File: config.mk
export PLATFORM = sky130hd
export DESIGN_NAME = imm_ext_pipe_flat
export DESIGN_NICKNAME = d
export VERILOG_FILES = /design/src/rtl/imm_ext_pipe_if.sv /design/src/rtl/imm_ext_pipe.sv /design/src/flat_wrapper.sv
export SDC_FILE = /design/constraint.sdc
export NUM_CORES = 1
export LEC_CHECK = 0
export CAP_MARGIN = 20
export CORE_UTILIZATION = 59
export CTS_BUF_LIST = sky130_fd_sc_hd__clkbuf_4 sky130_fd_sc_hd__clkbuf_8
export CTS_CLUSTER_DIAMETER = 120
export DETAILED_ROUTE_END_ITERATION = 8
export DONT_BUFFER_PORTS = 1
export GPL_TIMING_DRIVEN = 0
export PLACE_DENSITY = 0.87
export SLEW_MARGIN = 20
export SYNTH_ARGS = -nofsm -noshare
export SYNTH_HDL_FRONTEND = slang
export SYNTH_SLANG_ARGS = --single-unit
File: constraint.sdc
create_clock -name clk -period 1.8 [get_ports clk]
set_clock_uncertainty 0.1 [all_clocks]
set_input_delay 0.09 -clock clk [delete_from_list [all_inputs] [get_ports clk]]
set_output_delay 0.09 -clock clk [all_outputs]
set_load 0.05 [all_outputs]
File: src/rtl/imm_ext_pipe_if.sv
// imm_ext_pipe_if: input/output valid-ready streams of the immediate extension pipe
interface imm_ext_pipe_if #(
    parameter int IN_W  = 16,
    parameter int OUT_W = 32
);
    logic             in_valid;
    logic             in_ready;
    logic [IN_W-1:0]  in_imm;
    logic [1:0]       in_mode;
    logic             out_valid;
    logic             out_ready;
    logic [OUT_W-1:0] out_data;

    modport master (
        output in_valid, in_imm, in_mode, out_ready,
        input  in_ready, out_valid, out_data
    );

    modport slave (
        input  in_valid, in_imm, in_mode, out_ready,
        output in_ready, out_valid, out_data
    );
endinterface

File: src/rtl/imm_ext_pipe.sv
// imm_ext_pipe: pipelined zero/sign/upper/branch immediate extender with backpressure and flush
module imm_ext_pipe #(
    parameter int IN_W   = 16,
    parameter int OUT_W  = 32,
    parameter int STAGES = 2
) (
    input logic           clk,
    input logic           reset,
    input logic           flush,
    imm_ext_pipe_if.slave bus
);
    logic [STAGES-1:0] v;
    logic [STAGES-1:0] rdy;
    logic [STAGES-1:0] sv;
    logic [OUT_W-1:0]  d  [STAGES];
    logic [OUT_W-1:0]  sd [STAGES];
    logic [OUT_W-1:0]  ext;
    logic [OUT_W-1:0]  sx;
    logic              take;
    logic              full;

    // extension of the offered immediate, selected by mode
    always_comb begin
        sx  = {{(OUT_W-IN_W){bus.in_imm[IN_W-1]}}, bus.in_imm};
        ext = bus.in_mode == 2'd0 ? {{(OUT_W-IN_W){1'b0}}, bus.in_imm} :
              bus.in_mode == 2'd1 ? sx :
              bus.in_mode == 2'd2 ? {bus.in_imm, {(OUT_W-IN_W){1'b0}}} :
                                    {sx[OUT_W-3:0], 2'b00};
    end

    // a stage is ready unless it and every stage after it are full and the output is stalled
    always_comb begin
        full = 1'b1;
        for (int k = STAGES - 1; k >= 0; k--) begin
            full   = full & v[k];
            rdy[k] = bus.out_ready | !full;
        end
    end

    // source of each stage: the accepted input for stage 0, the previous stage otherwise
    always_comb begin
        sv[0] = take;
        sd[0] = ext;
        for (int k = 1; k < STAGES; k++) begin
            sv[k] = v[k-1];
            sd[k] = d[k-1];
        end
    end

    assign bus.in_ready  = rdy[0] & !flush;
    assign take          = bus.in_valid & bus.in_ready;
    assign bus.out_valid = v[STAGES-1];
    assign bus.out_data  = d[STAGES-1];

    // ready stages advance; data only moves with a valid entry so held data stays stable
    always_ff @(posedge clk) begin
        if (reset) begin
            v <= '0;
            for (int k = 0; k < STAGES; k++) d[k] <= '0;
        end else begin
            for (int k = 0; k < STAGES; k++) begin
                if (rdy[k]) begin
                    v[k] <= sv[k];
                    if (sv[k]) d[k] <= sd[k];
                end
            end
            if (flush) v <= '0;
        end
    end
endmodule
File: src/flat_wrapper.sv
// flat-port wrapper written by rule: the top's interface ports become plain ports
module imm_ext_pipe_flat 
#(
    parameter int IN_W   = 16,
    parameter int OUT_W  = 32,
    parameter int STAGES = 2
)
  (clk, reset, flush, bus_in_valid, bus_in_imm, bus_in_mode, bus_out_ready, bus_in_ready, bus_out_valid, bus_out_data);
  imm_ext_pipe_if #(.IN_W(IN_W), .OUT_W(OUT_W)) bus_i ();
  input logic clk;
  input logic reset;
  input logic flush;
  input wire logic [$bits(bus_i.in_valid)-1:0] bus_in_valid;
  input wire logic [$bits(bus_i.in_imm)-1:0] bus_in_imm;
  input wire logic [$bits(bus_i.in_mode)-1:0] bus_in_mode;
  input wire logic [$bits(bus_i.out_ready)-1:0] bus_out_ready;
  output wire logic [$bits(bus_i.in_ready)-1:0] bus_in_ready;
  output wire logic [$bits(bus_i.out_valid)-1:0] bus_out_valid;
  output wire logic [$bits(bus_i.out_data)-1:0] bus_out_data;
  assign bus_i.in_valid = bus_in_valid;
  assign bus_i.in_imm = bus_in_imm;
  assign bus_i.in_mode = bus_in_mode;
  assign bus_i.out_ready = bus_out_ready;
  assign bus_in_ready = bus_i.in_ready;
  assign bus_out_valid = bus_i.out_valid;
  assign bus_out_data = bus_i.out_data;
  imm_ext_pipe #(.IN_W(IN_W), .OUT_W(OUT_W), .STAGES(STAGES)) u_core (.clk(clk), .reset(reset), .flush(flush), .bus(bus_i));
endmodule
==> results.sh <==
export IMPL_final_area_sq_mm=0.00365
export IMPL_final_common_cell="edfxtp_1"
export IMPL_dp_cells=311
export IMPL_antenna_found_initial=0
export IMPL_synth_yosys_seq_area_share_pct=62.4
export IMPL_grt_util_all_layers_pct=24.8
export IMPL_overflow=0
export IMPL_layout_common_cells="edfxtp_1, buf_4, nor3_1"
export IMPL_tns_ps=0
export IMPL_worst_path_max_delay_cell="a21oi_4"
export IMPL_start_util_pct=61.5
export IMPL_final_nets=296
export IMPL_synthesis_nets=264
export IMPL_dp_hpwl_mm=3.57
export IMPL_netlist_area_sq_mm=0.00314
export IMPL_p_sw_uw=903
export IMPL_timing_fmax_mhz=578
export IMPL_period_share_pct=96.1
export IMPL_ir_worst_vdd_uv=590
export IMPL_grt_pass1_vias=1882
export IMPL_setup_violations=0
export IMPL_die_x_microns=75.0
export IMPL_cp_start_kind="flip-flop"
export IMPL_die_h_microns=75.0
export IMPL_avgSynthCellArea_sq_um=13.0
export IMPL_ys_seq_elements=66
export IMPL_numCtsBuffers=9
export IMPL_viasPerCell=5.93
export IMPL_max_stage_delay_ps=420
export IMPL_core_sq_mm=0.00511
export IMPL_fin_cells=348
export IMPL_ant_nets=0
export IMPL_p_int_mw=2.54
export IMPL_grt_pass1_wl_mm=9.54
export IMPL_hold_slack_ps=25.8
export IMPL_path_clk_slew_ps=60
export IMPL_dieArea_sq_mm=0.00562
export IMPL_fp_row_count=26
export IMPL_slew_violations=0
export IMPL_vias=2064
export IMPL_crit_chain="nor2b_4 > a21oi_4 > a21o_4"
export IMPL_finalHoldViolCount=0
export IMPL_cellLeakagePower_nw=1.30
export IMPL_postSynthCellCount=241
export IMPL_cp_max_fo=16
export IMPL_initialDrtViolationCount=136
export IMPL_drc=0
export IMPL_yosysWarnings=0
export IMPL_worst_pin_slew_ps=691
export IMPL_clk_latency_ps=340
export IMPL_p_per_area_mw_per_mm2=943
export IMPL_grt_setup_unrepaired="no"
export IMPL_cts_tree="done"
export IMPL_ioPinCount=57
export IMPL_clockBufferDepth=2
export IMPL_seqPwrFrac_pct=52.5
export IMPL_first_pass_iters=5
export IMPL_routed_wl_mm=6.14
export IMPL_cts_sinks=66
export IMPL_comb_power_share_pct=15.7
export IMPL_maxCapViolations=0
export IMPL_clockRootBuffer="clkbuf_8"
export IMPL_slew_headroom_pct=53.9
export IMPL_wl_per_cell_microns=17.7
export IMPL_routabilityCongestion=0.958
export IMPL_fillerInstances=353
export IMPL_min_period_ps=1730
export IMPL_placed_cell_area_sq_mm=0.00325
export IMPL_grt_max_degree=33
export IMPL_endpoint_kind="flip-flop"
export IMPL_clkPwrFrac_pct=31.8
export IMPL_drive_gt1_share_pct=27.3
export IMPL_crit_required_ps=1720
export IMPL_numPortBuffers=0
export IMPL_syn_to_final_growth_pct=16.3
export IMPL_critPathArrivalTime_ps=1650
export IMPL_worstSetupPathType="reg -> reg"
export IMPL_n_antenna_cell=0
export IMPL_outcome="completed"
export IMPL_p_sw_share_pct=26.2
export IMPL_htreeDepth=3
export IMPL_hp_class="in -> reg"
export IMPL_synth_cell_types=24
critical path: cells and delay by family (launching register included):
kind / cells / cell delay [ps]
AO/OA/AOI/OAI: 2 / 750
AND/OR/NAND/NOR: 1 / 160
flip-flops: 1 / 410
synth_stat cells:
cell type,number,area share (%)
o21ai_0,1,0.16
a21oi_1,16,2.5
nor4b_1,2,0.56
a21o_1,2,0.48
a22oi_1,1,0.24
nand2b_1,1,0.20
nor3b_2,4,1.6
a22oi_4,1,0.68
nor3_1,31,4.9
nor2_2,1,0.20
buf_6,7,2.5
nor2b_1,14,2.8
a31oi_1,14,2.8
and2_0,1,0.20
buf_2,5,0.80
nor3_2,1,0.32
nor2_1,1,0.12
nor3b_1,28,6.7
edfxtp_1,64,61
dfxtp_1,2,1.3
clkbuf_1,7,0.84
mux2_2,1,0.36
and2b_1,2,0.48
buf_4,34,8.1
worst paths after layout:
check / startpoint / endpoint / slack, ps / cells past startpoint
setup / recovery: u_core.v[1] / u_core.d[0][1] / 70 / 3
hold / removal: bus_in_imm[2] / u_core.d[0][4] / 30 / 2
setup reg to reg: u_core.v[1] / u_core.d[0][1] / 70 / 3
hold reg to reg: u_core.d[0][7] / u_core.d[0][39] / 490 / 1
kinds of logic (layout without fill, tap and decap cells):
| kind of cell | Yosys count | count (layout) | share of synthesized area, % |
|---|---|---|---|
| compound gates | 35 | 36 | 6.89 |
| flops | 66 | 66 | 62.4 |
| mux | 1 | 1 | 0.358 |
| simple gates | 86 | 86 | 18.1 |
| buf+inv | 53 | 89 | 12.3 |
state kept, by name (all words and copies together), names as in the netlist:
register / flops
u_core.d: 64
u_core.v: 2
layer usage:
layer  share of wire, %  GRT usage (%)  vias up  routed length, microns
met5                  0              0        -                       0
met4                4.2           13.8        0                     261
met3                9.8           9.37       27                     601
met2                 47           37.4      115                    2910
met1                 39           31.1      987                    2370
li1                   -              -      935                       -
power by group through the flow:
stage / Clock [mW] / Combinational, mW / Sequential (mW)
after floorplan: 0 / 0.435 / 1.83
after global placement: 0 / 0.479 / 1.84
after detailed placement: 0 / 0.485 / 1.84
after CTS: 1.11 / 0.533 / 1.81
after global routing: 1.18 / 0.574 / 1.82
final: 1.10 / 0.542 / 1.81
metrics by stage:
step | util, % | power (mW) | setup slack, ps
after floorplan | - | 2.27 | 32.3
after global placement | 63.7 | 2.32 | -64.8
after detailed placement | 63.7 | 2.33 | -82.0
after CTS | 71.4 | 3.45 | 22.6
after global routing | 71.6 | 3.57 | 27.4
final | 71.6 | 3.45 | 69.6
layout make-up:
type | instances | area, sq um | area share, %
sequential | 66 | 1970 | 53.8
multi-input combinational | 123 | 838 | 22.9
buffer | 53 | 385 | 10.5
timing repair buffer | 20 | 200 | 5.48
clock buffer | 13 | 160 | 4.38
tap | 70 | 87.6 | 2.40
clock inverter | 3 | 17.5 | 0.479
repair_timing:
| action | 4_1_cts | 5_1_grt |
|---|---|---|
| endpoints found under the hold margin | 32 | 0 |
| gates cloned | 1 | 0 |
| setup buffers | 0 | 0 |
| setup endpoints to repair | 32 | 34 |
| hold buffers | 20 | 0 |
| gates resized for setup | 2 | 2 |
Power figures use the tool's default switching activity.
